**src/rtl/mccu_wait.sv**
```systemverilog
// Multicycle MIPS control unit with memory wait-state handshake,
// bounded-wait timeout and illegal-instruction trapping.
module mccu_wait #(
  parameter bit MEM_WAIT_EN = 1'b1,
  parameter int TO_W        = 4,
  parameter int TIMEOUT     = 15
) (
  input  logic       clock,
  input  logic       resetn,
  input  logic [5:0] op,
  input  logic [5:0] func,
  input  logic       z,
  input  logic       mem_ready,
  output logic       mem_req,
  output logic       wpc,
  output logic       wir,
  output logic       wmem,
  output logic       wreg,
  output logic       iord,
  output logic       regrt,
  output logic       m2reg,
  output logic [3:0] aluc,
  output logic       shift,
  output logic       alusrca,
  output logic [1:0] alusrcb,
  output logic [1:0] pcsource,
  output logic       jal,
  output logic       sext,
  output logic [2:0] state,
  output logic       illegal,
  output logic       mem_timeout,
  output logic       fault
);

  localparam logic [2:0] S_IF    = 3'd0;
  localparam logic [2:0] S_ID    = 3'd1;
  localparam logic [2:0] S_EXE   = 3'd2;
  localparam logic [2:0] S_MEM   = 3'd3;
  localparam logic [2:0] S_WB    = 3'd4;
  localparam logic [2:0] S_FAULT = 3'd5;

  localparam logic [TO_W-1:0] CNT_LAST = TO_W'(TIMEOUT - 1);
  localparam logic [TO_W-1:0] CNT_ZERO = {TO_W{1'b0}};
  localparam logic [TO_W-1:0] CNT_ONE  = TO_W'(1);

  logic [2:0]      state_q, state_d;
  logic [TO_W-1:0] cnt_q, cnt_d;
  logic            illegal_q, illegal_d;
  logic            timeout_q, timeout_d;

  // Instruction decode
  logic is_r;
  logic i_add, i_sub, i_and, i_or, i_xor, i_sll, i_srl, i_sra, i_jr;
  logic i_addi, i_andi, i_ori, i_xori, i_lui, i_lw, i_sw, i_beq, i_bne, i_j, i_jal;
  logic i_imm_alu, i_shift, legal;
  logic rdy, wait_hit;
  logic [3:0] alu_code;

  assign is_r   = (op == 6'b000000);
  assign i_add  = is_r & (func == 6'b100000);
  assign i_sub  = is_r & (func == 6'b100010);
  assign i_and  = is_r & (func == 6'b100100);
  assign i_or   = is_r & (func == 6'b100101);
  assign i_xor  = is_r & (func == 6'b100110);
  assign i_sll  = is_r & (func == 6'b000000);
  assign i_srl  = is_r & (func == 6'b000010);
  assign i_sra  = is_r & (func == 6'b000011);
  assign i_jr   = is_r & (func == 6'b001000);
  assign i_addi = (op == 6'b001000);
  assign i_andi = (op == 6'b001100);
  assign i_ori  = (op == 6'b001101);
  assign i_xori = (op == 6'b001110);
  assign i_lui  = (op == 6'b001111);
  assign i_lw   = (op == 6'b100011);
  assign i_sw   = (op == 6'b101011);
  assign i_beq  = (op == 6'b000100);
  assign i_bne  = (op == 6'b000101);
  assign i_j    = (op == 6'b000010);
  assign i_jal  = (op == 6'b000011);

  assign i_imm_alu = i_addi | i_andi | i_ori | i_xori | i_lui;
  assign i_shift   = i_sll | i_srl | i_sra;
  assign legal     = i_add | i_sub | i_and | i_or | i_xor | i_shift | i_jr |
                     i_imm_alu | i_lw | i_sw | i_beq | i_bne | i_j | i_jal;

  // Legacy memory is always ready; a timeout can only follow a not-ready cycle.
  assign rdy      = MEM_WAIT_EN ? mem_ready : 1'b1;
  assign wait_hit = ~rdy & (cnt_q == CNT_LAST);

  assign state       = state_q;
  assign illegal     = illegal_q;
  assign mem_timeout = timeout_q;
  assign fault       = (state_q == S_FAULT);

  // ALU operation selected by the decoded instruction
  always_comb begin
    if (i_sub)                                alu_code = 4'b0100;
    else if (i_and | i_andi)                  alu_code = 4'b0001;
    else if (i_or | i_ori)                    alu_code = 4'b0101;
    else if (i_xor | i_xori | i_beq | i_bne)  alu_code = 4'b0010;
    else if (i_lui)                           alu_code = 4'b0110;
    else if (i_sll)                           alu_code = 4'b0011;
    else if (i_srl)                           alu_code = 4'b0111;
    else if (i_sra)                           alu_code = 4'b1111;
    else                                      alu_code = 4'b0000;
  end

  // State, wait counter and sticky fault flags
  always_ff @(posedge clock or negedge resetn) begin
    if (!resetn) begin
      state_q   <= S_IF;
      cnt_q     <= CNT_ZERO;
      illegal_q <= 1'b0;
      timeout_q <= 1'b0;
    end else begin
      state_q   <= state_d;
      cnt_q     <= cnt_d;
      illegal_q <= illegal_d;
      timeout_q <= timeout_d;
    end
  end

  // Next state, wait counting and fault flag setting
  always_comb begin
    state_d   = S_IF;
    cnt_d     = CNT_ZERO;
    illegal_d = illegal_q;
    timeout_d = timeout_q;
    case (state_q)
      S_IF: begin
        if (rdy) begin
          state_d = S_ID;
        end else if (wait_hit) begin
          state_d   = S_FAULT;
          timeout_d = 1'b1;
        end else begin
          state_d = S_IF;
          cnt_d   = cnt_q + CNT_ONE;
        end
      end
      S_ID: begin
        if (i_j | i_jal | i_jr) begin
          state_d = S_IF;
        end else if (!legal) begin
          state_d   = S_FAULT;
          illegal_d = 1'b1;
        end else begin
          state_d = S_EXE;
        end
      end
      S_EXE: begin
        if (i_beq | i_bne)    state_d = S_IF;
        else if (i_lw | i_sw) state_d = S_MEM;
        else                  state_d = S_WB;
      end
      S_MEM: begin
        if (rdy) begin
          state_d = i_lw ? S_WB : S_IF;
        end else if (wait_hit) begin
          state_d   = S_FAULT;
          timeout_d = 1'b1;
        end else begin
          state_d = S_MEM;
          cnt_d   = cnt_q + CNT_ONE;
        end
      end
      S_WB:    state_d = S_IF;
      S_FAULT: state_d = S_FAULT;
      default: state_d = S_IF;
    endcase
  end

  // Datapath strobes and selects for the current state
  always_comb begin
    mem_req  = 1'b0;
    wpc      = 1'b0;
    wir      = 1'b0;
    wmem     = 1'b0;
    wreg     = 1'b0;
    iord     = 1'b0;
    regrt    = 1'b0;
    m2reg    = 1'b0;
    aluc     = 4'b0000;
    shift    = 1'b0;
    alusrca  = 1'b0;
    alusrcb  = 2'd0;
    pcsource = 2'd0;
    jal      = 1'b0;
    sext     = 1'b1;
    case (state_q)
      S_IF: begin
        alusrca = 1'b1;
        alusrcb = 2'd1;
        if (rdy) begin
          mem_req = 1'b1;
          wpc     = 1'b1;
          wir     = 1'b1;
        end else if (wait_hit) begin
          mem_req = 1'b0;  // access abandoned on timeout
        end else begin
          mem_req = 1'b1;
        end
      end
      S_ID: begin
        if (i_j | i_jal) begin
          pcsource = 2'd3;
          wpc      = 1'b1;
          jal      = i_jal;
          wreg     = i_jal;
        end else if (i_jr) begin
          pcsource = 2'd2;
          wpc      = 1'b1;
        end else if (legal) begin
          alusrca = 1'b1;      // branch target precompute
          alusrcb = 2'd3;
        end else begin
          wpc = 1'b0;          // trapped: nothing written
        end
      end
      S_EXE: begin
        aluc = alu_code;
        if (i_beq | i_bne) begin
          pcsource = 2'd1;
          wpc      = (i_beq & z) | (i_bne & ~z);
        end else if (i_lw | i_sw) begin
          alusrcb = 2'd2;
        end else begin
          shift   = i_shift;
          alusrcb = i_imm_alu ? 2'd2 : 2'd0;
          sext    = ~(i_andi | i_ori | i_xori);
        end
      end
      S_MEM: begin
        iord = 1'b1;
        if (wait_hit) begin
          mem_req = 1'b0;
          wmem    = 1'b0;
        end else begin
          mem_req = 1'b1;
          wmem    = i_sw;
        end
      end
      S_WB: begin
        wreg  = 1'b1;
        regrt = i_lw | i_imm_alu;
        m2reg = i_lw;
      end
      S_FAULT: mem_req = 1'b0;
      default: mem_req = 1'b0;
    endcase
  end

endmodule

```
**config.mk**
```make
export PLATFORM = sky130hd
export DESIGN_NAME = mccu_wait
export DESIGN_NICKNAME = d
export VERILOG_FILES = /design/src/rtl/mccu_wait.sv
export SDC_FILE = /design/constraint.sdc
export NUM_CORES = 1
export LEC_CHECK = 0
export ABC_CLOCK_PERIOD_IN_PS = 3150
export CAP_MARGIN = 20
export CORE_UTILIZATION = 41
export CTS_CLUSTER_SIZE = 10
export DETAILED_ROUTE_END_ITERATION = 10
export MAX_ROUTING_LAYER = met4
export PLACE_DENSITY_LB_ADDON = 0.3
export SYNTH_ARGS = -nofsm -noshare
export SYNTH_HDL_FRONTEND = slang
export SYNTH_SLANG_ARGS = --single-unit
```
**constraint.sdc**
```tcl
create_clock -name clock -period 3.15 [get_ports clock]
set_input_delay 0.315 -clock clock [delete_from_list [all_inputs] [get_ports clock]]
set_output_delay 0.315 -clock clock [all_outputs]
set_load 0.02 [all_outputs]
```
==> flow_summary_export.csv, run 1 <==
group,metric,value,unit
outcome,status,"finished, final reports clean",
placement,dp_hpwl,2350,um
run,max_cap_viol_count,0,
cells_and_area,syn_to_final_growth,47.0,%
clock_tree,cts_tree,"done",
drt,wl_per_cell,14.8,um
sta,maxSlewViolCount,0,
clock_tree,clkTransAtPathRegs,0.07,ns
power,internal_power,0.386,mW
global_routing,grt_pass1_vias,1031,
critical_path,crit_arrival,2.67,ns
sta,clock_skew,0.00798,ns
die,start_util,43.7,%
clock_tree,insertion_delay,0.27,ns
critical_path,crit_path_max_fanout,9,
power,power.density,489,mW/mm2
critical_path,required,2.83,ns
clock_tree,cts_buffers,3,
critical_path,path_class,"primary input to output pin",
critical_path,r2r-end,"state[0]$_DFF_PN0_",
sta,period_minus_slack,2.99,ns
sta,max_slew_margin,59.8,%
logic_synthesis,synthDistinctLibCells,50,
sta,max_freq,0.335,GHz
logic_synthesis,yosysWarnings,0,
drt,drc_errors,0,
die,die_x,50.6,um
die,rows,17,
placement,portBuffers,41,
cells_and_area,finalNetCount,183,
clock_tree,clock_path_buffers,2,
critical_path,reg2regPathDepth,5,
power,ir_worst_vdd,0.000351,V
sta,tightest_slew,0.598,ns
drt,vias,1101,
power,clockPowerShare,13.4,%
global_routing,grt_usage,23.3,%
power,combPwrFrac,60.5,%
drt,drt-pass1-iter-count,4,
logic_synthesis,syn_nets,139,
critical_path,crit-reg2reg-launch,"state[1]$_DFF_PN0_",
clock_tree,clkSinkCount,9,
logic_synthesis,synthCells,121,
sta,finalSetupTns,0,ns
drt,wirelength,2830,um
logic_synthesis,synth_area,967,um2
critical_path,cp-end-kind,"output pin",
sta,finalHoldViolations,0,
power,power_switching,0.309,mW
drt,drt.antenna.violating_nets,0,
clock_tree,htree_levels,1,
power,total_leakage_power,0.524,nW
critical_path,startpoint_type,"primary input",
logic_synthesis,async_reset_ff_share,100,%
logic_synthesis,synth_flop_cell,"dfrtp_1",
power,p_sw_share,44.5,%
die,die_h,50.6,um
global_routing,grt_max_degree,13,
global_routing,gr-total-overflow,0,
power,p_seq_share,26.2,%
logic_synthesis,synth.avg_cell_area,7.99,um2
sta,final-setup-viol-count,0,
die,core-area,0.00221,mm2
clock_tree,cts_setup_buffers,0,
placement,gp_congestion,0.887,
logic_synthesis,synth_edf_count,0,
clock_tree,ctsRootBufferMaster,"clkbuf_4",
die,dieArea,0.00256,mm2
cells_and_area,drive_above_1_share,13.4,%
logic_synthesis,synth-seq-cells,9,
sta,rsz0062_at_grt,"no",
global_routing,grt_pass1_wl,4400,um
die,io_pins,42,
critical_path,reg2reg_slack,1.22,ns
cells_and_area,final_util,64.3,%
drt,via_per_inst,5.73,
drt,drt-initial-drc-count,21,
min_path,hold_path_class,"primary input to asynchronous set/reset pin",
global_routing,antenna_found_initial,0,
cells_and_area,n_antenna_cell,0,
sta,period_share,94.8,%
logic_synthesis,yosysSeqAreaShare,23.3,%
worst max-delay path by stage:
| stage | endpoint | slack (ns) | depth (start not counted) | startpoint |
|---|---|---|---|---|
| 6_report | alusrca | 0.16 | 7 | op[1] |
| 5_1_grt | alusrcb[0] | 0.03 | 7 | op[1] |
| 4_1_cts | alusrcb[1] | 0.05 | 7 | op[0] |
| 3_5_place_dp | alusrcb[1] | 0.06 | 7 | op[0] |
| 3_3_place_gp | alusrcb[0] | 0.16 | 7 | op[0] |
| 2_1_floorplan | wpc | 0.96 | 5 | state[1]$_DFF_PN0_ |
kinds of logic (layout without fill, tap and decap cells):
| logic type | count (synthesis) | after routing | share of synthesized area (%) |
|---|---|---|---|
| and+or+nand+nor | 69 | 69 | 43.3 |
| adders and majority gates | 2 | 2 | 2.59 |
| buffers and inverters | 9 | 52 | 6.60 |
| DFF | 9 | 9 | 23.3 |
| xor gates and xnor gates | 3 | 3 | 2.72 |
| AOI/OAI and AO/OA | 29 | 29 | 21.5 |
synth_stat cells, types with 3 or more instances:
cell	instances	area [um2]
and2_2	3	22.5
inv_1	4	15.0
nand4_1	3	18.8
or2_1	3	18.8
nor3b_1	6	45.0
nand2b_1	4	25.0
a31oi_1	7	43.8
nand2_1	8	30.0
nor3_1	5	25.0
nor2_1	16	60.1
a211oi_1	3	22.5
dfrtp_1	9	225
power by group through the flow:
| stage | sequential [mW] | clock [mW] | combinational, mW |
|---|---|---|---|
| CTS | 0.181 | 0.0935 | 0.418 |
| detailed placement | 0.184 | 0 | 0.416 |
| global placement | 0.181 | 0 | 0.410 |
| floorplan | 0.171 | 0 | 0.272 |
| finish | 0.182 | 0.0930 | 0.420 |
| global route | 0.189 | 0.105 | 0.445 |
cell usage in the layout, fill, tap and decap left out, types with 4 or more instances in the layout:
cell	instances
dfrtp_1	9
nand2b_1	4
clkdlybuf4s50_1	40
inv_1	4
nor3_1	4
nand2_1	8
a31oi_1	7
nor3b_1	6
nor2_1	16
flip-flops by register name, indices dropped and copies added (netlist names):
register / flops
cnt_q: 4
illegal: 1
mem_timeout: 1
state: 3
stage by stage:
stage          power (mW)  setup slack, ns  instance area [um2]  hold slack (ns)  instances
2_1_floorplan       0.443            0.961                  967           0.0194        121
3_3_place_gp        0.590            0.161                 1390            0.443        188
3_5_place_dp        0.600           0.0612                 1390            0.454        188
4_1_cts             0.693           0.0491                 1410            0.345        192
5_1_grt             0.740           0.0292                 1420            0.344        192
6_report            0.695            0.164                 1420            0.338        192
metal layers:
layer  wire (um)  vias up  track usage, %
met5           0        -               -
met4          14        0            4.17
met3         160        2            5.76
met2        1490       43            41.1
met1        1170      515            26.9
li1            -      541               -
final cells by class:
class	count	area, um2
Clock buffer	3	22.5
Clock inverter	1	5.00
Timing Repair Buffer	44	435
Sequential cell	9	225
Fill cell	220	791
Tap cell	28	35.0
Inverter	4	15.0
Multi-Input combinational cell	103	683
critical path: stages:
cell	delay, ns
clkdlybuf4s50_1	0.58
nor4_4	0.40
o211ai_1	0.18
a21oi_2	0.23
nor3_2	0.10
a211oi_1	0.22
clkdlybuf4s50_1	0.63
what timing repair did:
action	CTS	global route
hold buffers	0	0
endpoints found under the setup margin	0	3
endpoints found under the hold margin	0	0
gates resized for setup	0	2
Power figures use the tool's default switching activity.
==> inputs of run 2 (changes only) <==
- PLACE_DENSITY: not set -> 0.78
- PLACE_DENSITY_LB_ADDON: 0.3 -> not set
==> run 2 against run 1 <==
Clock skew shrank 0.0035 ns. Critical path type unchanged. Fmax rose by 0.39%. Non-clock buffer count fell by 1. Register-to-register slack better by 0.03 ns. Die area unchanged. Routed wire length shrank 7.1%. Combinational power decreased by 1%. Global-route usage is 0.35 points lower. Clock power shrank 2.7%.
==> flow_summary_export.csv, run 2 (synthesis results as in run 1) <==
group,metric,value,unit
sta,maxSlewViolCount,0,
cells_and_area,n_antenna_cell,0,
power,ir_worst_vdd,0.000328,V
sta,clock_skew,0.00450,ns
critical_path,cp_cell_sequence,"clkdlybuf4s50_1, nor4_4, o211ai_1, a21oi_2, nor3_1, a211oi_1, clkdlybuf4s50_1",
global_routing,grt_pass1_vias,1013,
die,start_util,43.7,%
drt,wl_per_cell,13.8,um
critical_path,slowest_delay,0.65,ns
critical_path,required,2.83,ns
cells_and_area,final_cell_mix,"clkdlybuf4s50_1 (41), nor2_1 (16), dfrtp_1 (9)",
cells_and_area,final_cell_area,0.00141,mm2
critical_path,crit_cells,7,
global_routing,grt_max_degree,13,
placement,place_area,0.00138,mm2
outcome,status,"finished, final reports clean",
global_routing,antenna_found_initial,0,
clock_tree,clkSinkCount,9,
sta,finalHoldViolations,0,
clock_tree,ctsRootBufferMaster,"clkbuf_4",
drt,routed-wl-met3,150,um
global_routing,grt_pass1_wl,4370,um
min_path,hold_path_class,"primary input to asynchronous set/reset pin",
sta,rsz0062_at_grt,"no",
die,io_pins,42,
drt,wirelength,2630,um
drt,drt-initial-drc-count,29,
die,core-area,0.00221,mm2
sta,final-setup-viol-count,0,
cells_and_area,drive_above_1_share,11.7,%
drt,drt-pass1-iter-count,4,
clock_tree,cts_buffers,3,
cells_and_area,finalNetCount,182,
drt,drt.antenna.violating_nets,0,
critical_path,cp_top_family,"buffers and inverters",
cells_and_area,mostFrequentLayoutCell,"clkdlybuf4s50_1",
cells_and_area,syn_to_final_growth,45.3,%
drt,vias,1097,
die,die_h,50.6,um
critical_path,cp-end-kind,"output pin",
cells_and_area,nFillCells,215,
placement,dp_hpwl,2170,um
placement,portBuffers,41,
clock_tree,insertion_delay,0.26,ns
clock_tree,ctsHoldBuffers,0,
critical_path,crit_top_cell,"clkdlybuf4s50_1",
run,max_cap_viol_count,0,
drt,wl_met2,1240,um
power,total_leakage_power,0.505,nW
die,die_x,50.6,um
clock_tree,clock_path_buffers,2,
critical_path,startpoint_type,"primary input",
clock_tree,cts_setup_buffers,0,
sta,setup_slack,0.175,ns
critical_path,crit_buf_inv,2,
sta,whs,0.345,ns
die,rows,17,
cells_and_area,largest_reg_flops,4,
sta,tightest_slew,0.598,ns
drt,top_layer,"met4",
global_routing,gr-total-overflow,0,
drt,met1_length,1190,um
sta,finalSetupTns,0,ns
placement,gp_congestion,0.881,
sta,period_share,94.4,%
placement,detailedPlace.worstSlack,0.180,ns
drt,via_per_inst,5.74,
critical_path,crit_path_max_fanout,8,
sta,period_minus_slack,2.97,ns
drt,drc_errors,0,
power,power.density,490,mW/mm2
clock_tree,htree_levels,1,
critical_path,reg2regPathDepth,5,
clock_tree,cts_tree,"done",
sta,max_freq,0.336,GHz
global_routing,grt_usage,23.0,%
cells_and_area,regMostFlops,"cnt_q",
critical_path,crit_arrival,2.66,ns
critical_path,slowest_stage,"clkdlybuf4s50_1",
die,dieArea,0.00256,mm2
clock_tree,clkTransAtPathRegs,0.06,ns
sta,max_slew_margin,59.8,%
critical_path,path_class,"primary input to output pin",
clock_tree,post_cts_resize_count,0,
==> run 2: changes by cell type in the layout (fill, tap and decap cells not counted) <==
| cell | before | now |
|---|---|---|
| nor3_1 | 4 | 5 |
| clkbuf_1 | 0 | 1 |
| buf_4 | 3 | 2 |
| clkinv_2 | 1 | 0 |
| dlymetal6s2s_1 | 1 | 0 |
| clkdlybuf4s50_1 | 40 | 41 |
| nor3_2 | 3 | 2 |
==> run 2: area by class of cell <==
class / instances / area [um2] / area share [%]
inverters: 4 / 15.0 / 1.07
repair buffers: 43 / 425 / 30.3
flip-flops and latches: 9 / 225 / 16.0
clock buffers: 4 / 26.3 / 1.87
multi-input cells: 103 / 678 / 48.3
well taps: 28 / 35.0 / 2.49
==> run 2: path summary, 6_finish.rpt <==
kind	start	to	slack [ns]
setup / recovery	op[0]	alusrca	0.18
hold reg to reg	mem_timeout$_DFFE_PN0P_	mem_timeout$_DFFE_PN0P_	0.46
max in group asynchronous	resetn	cnt_q[1]$_DFF_PN0_	2.52
setup reg to reg	state[1]$_DFF_PN0_	state[0]$_DFF_PN0_	1.25
min in group clock	mem_timeout$_DFFE_PN0P_	mem_timeout$_DFFE_PN0P_	0.46
hold / removal	resetn	cnt_q[3]$_DFF_PN0_	0.35
==> run 2: stage by stage <==
| stage | std cells | utilization, % | power (mW) |
|---|---|---|---|
| after floorplan | 121 | - | 0.443 |
| after global placement | 187 | 62.3 | 0.593 |
| after detailed placement | 187 | 62.3 | 0.598 |
| after CTS | 191 | 63.5 | 0.691 |
| after global routing | 191 | 63.5 | 0.735 |
| final | 191 | 63.5 | 0.689 |
==> run 2: power by group <==
part / total [mW] / switching, mW / internal [mW]
clock: 0.0905 / 0.0416 / 0.0489
combinational: 0.416 / 0.214 / 0.202
sequential: 0.183 / 0.0468 / 0.136
==> run 2: per-layer routing <==
layer / track usage, % / up-vias
li1: - / 539
met1: 27.9 / 504
met2: 37.1 / 48
met3: 5.15 / 6
met4: 8.33 / 0
met5: - / -
==> edit 1, RTL diff (settings of run 2) <==
`TIMEOUT`: 15 -> 8.
--- a/src/rtl/mccu_wait.sv
+++ b/src/rtl/mccu_wait.sv
@@ -5,3 +5,3 @@
   parameter int TO_W        = 4,
-  parameter int TIMEOUT     = 15
+  parameter int TIMEOUT     = 8
 ) (
Check against the original RTL: not equivalent (Yosys sat finds a counterexample within 10 cycles, from zero or initial values and one cycle with resetn low).
==> edit 1 against run 2 <==
- worst setup slack worse by 100 ps
- hold slack improved by 1.5 ps
- sequential cell count unchanged
- global-route usage rose by 0.71 points
- the flow now finishes with violations (DRC)
- critical path depth stayed put
- register-to-register slack improved by 300 ps
- clock power decreased by 5.1%
- wire length up 2.2%
- total power down 1.2%
- area after synthesis is 2.1% lower
- final area is 1.4% higher
==> edit 1: results (changes against run 2) <==
Timing
  • Skew final: 2.01 ps (-2.49 ps)
  • Tmin final: 3080 ps (+101 ps)
  • Hold_ws: 347 ps (+1.45 ps)

Worst setup path
  • RR Startpoint: cnt_q[0]
  • R2r worst-path depth: 6 (+1)
  • CP arrival: 2760 ps (+100 ps)
  • Worst R2R End: state[2]
  • CP max stage delay: 600 ps (-50 ps)

Cells and area
  • Final nets: 185 (+1.6%)
  • Share of cells above drive strength 1: 0.120 (+0.00320)

Placement
  • Post-placement setup slack: 87.2 ps (-92.9 ps)
  • Final GP Congestion: 0.879 (-0.23%)

Synthesis
  • Post-Synth Adder-Cell Area: 0.0132 (-0.0127)
  • Synth unique cells: 47 (-6.0%)
  • Top post-synthesis cells by area: dfrtp_1, nor2_1, nor3_1
  • XOR/XNOR share of the synthesized area: 0.0277 (+0.000574)

Global route
  • Largest net degree at the start of global routing: 11 (-2)
  • First-pass GRT wire length: 4470 µm (+2.2%)
  • Vias in the first global route: 1015 (+0.20%)

Run status
  • Status: complete, but fails checks
  • Failing checks: DRC

Drt
  • Vias per inst: 5.70 (-0.71%)
  • Pre-antenna DRT Iters: 8 (+4)
  • DR iter-0 viols: 24 (-17%)
  • # DRC: 1 (+1)

Pwr
  • P_leak: 0.578 nW (+14%)
  • VDD IR max: 0.396 mV (+21%)
==> edit 1: cell count changes after synthesis, moves of 3 or more <==
cell	change
a31oi_1	-5
nand3_1	+4
and2_2	-3
nor3_1	+6
==> edit 1: cell families (layout without fill, tap and decap cells) <==
kind of cell / count (synthesis) / after routing
AOI/OAI and AO/OA: 27 / 27
xor gates and xnor gates: 3 / 3
adders and majority gates: 1 / 1
buffers and inverters: 10 / 58
DFF: 9 / 9
and+or+nand+nor: 69 / 69
==> edit 1: critical path: cells and delay by family <==
family,cells,cell delay (ps)
AO/OA/AOI/OAI,2,370
AND/OR/NAND/NOR,3,1030
buffers and inverters,2,1040
==> edit 1: per-layer routing <==
| metal | track usage | vias up | wire [µm] |
|---|---|---|---|
| li1 | - | 537 | - |
| met1 | 0.316 | 522 | 1250 |
| met2 | 0.358 | 51 | 1280 |
| met3 | 0.0586 | 2 | 161 |
| met4 | 0.0524 | 0 | 3 |
| met5 | - | - | 0 |
==> edit 1: power breakdown <==
| part | total [mW] | switching, mW | internal, mW |
|---|---|---|---|
| clock | 0.0859 | 0.0373 | 0.0486 |
| sequential | 0.176 | 0.0393 | 0.137 |
| combinational | 0.419 | 0.218 | 0.201 |
==> edit 1: cell type report <==
class,count,area (µm²)
inverters,6,22.5
fillers,197,766
clock buffers,4,26.3
flip-flops and latches,9,225
repair buffers,48,465
well taps,28,35.0
multi-input cells,100,651
==> edit 1: per-stage QoR <==
stage               utilization  total power [mW]
floorplan                     -             0.406
global placement          0.637             0.584
detailed placement        0.637             0.594
CTS                       0.649             0.684
global route              0.650             0.726
finish                    0.650             0.681
==> edit 1: timing repair <==
action	in CTS	in global routing
endpoints found under the setup margin	0	1
resized for setup	0	1
hold buffers	0	0
==> edit 2, RTL diff (settings of run 2) <==
Made on the original files. Reset style: synchronous (`resetn`), changed in one clocked block.
--- a/src/rtl/mccu_wait.sv
+++ b/src/rtl/mccu_wait.sv
@@ -108,3 +108,3 @@
   // State, wait counter and sticky fault flags
-  always_ff @(posedge clock or negedge resetn) begin
+  always_ff @(posedge clock) begin
     if (!resetn) begin
Check against the original RTL: differs if resetn is asserted again (counterexample within 4 cycles, from zero or initial values and one cycle with resetn low); with resetn held inactive, the same outputs for 10 cycles.
==> edit 2 against run 2 <==
- worst setup slack improved by 41 ps
- wire length increased by 3.2%
- sequential cell count unchanged
- area after synthesis decreased by 0.78%
- maximum frequency increased by 1.4%
- critical path depth unchanged
- hold slack improved by 110 ps
- final area increased by 2.6%
Power is not compared: it rests on default switching activity, and its combinational part moved more than twofold at a synthesized area within 25%.
==> edit 2: results (changes against run 2) <==
Run status
  • Status: finished clean

Pwr
  • P_comb: approximately 200 µW
  • P_leak: 0.527 nW
  • Seq pwr share: 0.323
  • Switching share of power: 0.367
  • VDD IR max: 0.359 mV

Drt
  • DR WL met2: 1260 µm (+1.4%)
  • Pre-antenna DRT Iters: 4 (unchanged)
  • Total number of vias: 1161 (+5.8%)
  • Post-Route WL: 2720 µm (+3.2%)
  • Routed wl met3: 172 µm (+15%)
  • M1 WL: 1280 µm (+8.2%)
  • DR iter-0 viols: 44 (+52%)
  • Max layer used: met3

CTS
  • H-tree levels: 1 (unchanged)
  • Root Buffer: clkbuf_4
  • Total CTS buffers: 3 (unchanged)
  • Register clock-pin slew on the reported worst setup and hold paths: 60 ps (about the same)
  • Post-CTS setup buffers: 0 (unchanged)
  • Maximum clock path buffer count: 2 (unchanged)
  • CTS resizes: 0 (unchanged)
  • Clock Latency Late Sink: 260 ps (about the same)

Global route
  • GR Util met2: 0.398 (+0.0267)
  • First-pass GRT wire length: 4620 µm (+5.7%)
  • Vias in the first global route: 1043 (+3.0%)
  • Initial antenna violation count: 0 (unchanged)
  • M3 GR Usage: 0.0576 (+0.00606)
  • GRT Util Overall: 0.241 (+0.0107)
  • GR Util met1: 0.301 (+0.0213)
  • Largest net degree at the start of global routing: 15 (+2)

Cells and area
  • Fill cells: 226 (+5.1%)
  • Most flops, register: cnt_q
  • Final nets: 200 (+9.9%)
  • Share of cells above drive strength 1: 0.105 (-0.0116)
  • Max FFs per register: 4 (unchanged)
  • # diodes: 0 (unchanged)

Placement
  • PortBufs: 41 (unchanged)
  • Final GP Congestion: 0.822 (-6.8%)
  • Hpwl dp: 2210 µm (+2.0%)

Synthesis
  • Mapped Area: 960 µm² (-0.78%)
  • Top cells by count, synth: nor2_1, nand2_1, dfxtp_1, a21oi_1, nand3_1
  • FFs w/ async S/R, synth: 0 (-1.00)
  • Register area share after synthesis: 0.188 (-0.0451)
  • Ys flop type: dfxtp_1
  • Yosys warns: 0 (unchanged)
  • Syn nets: 153 (+10%)
  • Top post-synthesis cells by area: dfxtp_1, nor2_1, nand2_1
  • Synth unique cells: 49 (-2.0%)

Worst hold path
  • HP Class: reg2reg

Worst setup path
  • CP arrival: 2620 ps (-40 ps)
  • Critical Path Fanout Max: 5 (-3)

Timing
  • Max-slew headroom: 0.654 (+0.0565)
  • Skew final: 2.01 ps (-2.48 ps)
## edit 2: cell types whose count changed after synthesis, sizes merged, moves of 4 or more
cell / change
nand2: +8
or2: -4
dfxtp: +9
nor3b: -4
dfrtp: -9
a21oi: +6
a31oi: -5
nor2: +9
## edit 2: kinds of logic (layout without fill, tap and decap cells)
| group | after synthesis | after routing | synth area share |
|---|---|---|---|
| AO/OA/AOI/OAI | 32 | 32 | 0.240 |
| adder cells (fa/ha/maj) | 2 | 2 | 0.0261 |
| AND/OR/NAND/NOR | 80 | 80 | 0.467 |
| XOR/XNOR | 3 | 3 | 0.0274 |
| buffers and inverters | 9 | 55 | 0.0521 |
| flip-flops | 9 | 9 | 0.188 |
## edit 2: final timing paths
check,start,end,slack (ps),cells after the start
min reg2reg,illegal,illegal,450,2
max reg2reg,cnt_q[0],state[2],1410,7
min,illegal,illegal,450,2
max,func[5],alusrcb[1],220,7
## edit 2: stage by stage
step | std cells | area [µm²] | setup WS (ps) | util | total power, mW
floorplan | 135 | 960 | 1140 | - | 0.240
detailed placement | 205 | 1420 | 230 | 0.640 | 0.330
CTS | 209 | 1440 | 221 | 0.652 | 0.420
global placement | 205 | 1420 | 285 | 0.640 | 0.328
global route | 209 | 1440 | 117 | 0.652 | 0.449
finish | 209 | 1440 | 216 | 0.652 | 0.416
## edit 2: cell type report
cell class	instances	share of cell area
Tap cell	28	0.0243
Clock buffer	4	0.0182
Timing Repair Buffer	47	0.316
Sequential cell	9	0.125
Inverter	4	0.0104
Multi-Input combinational cell	117	0.506
## edit 2: critical path, cell delays in order
cell	delay, ps
clkdlybuf4s50_1	540
or4b_2	600
a21oi_1	180
and2_2	170
o21ai_2	80
o31ai_1	80
clkdlybuf4s50_1	650
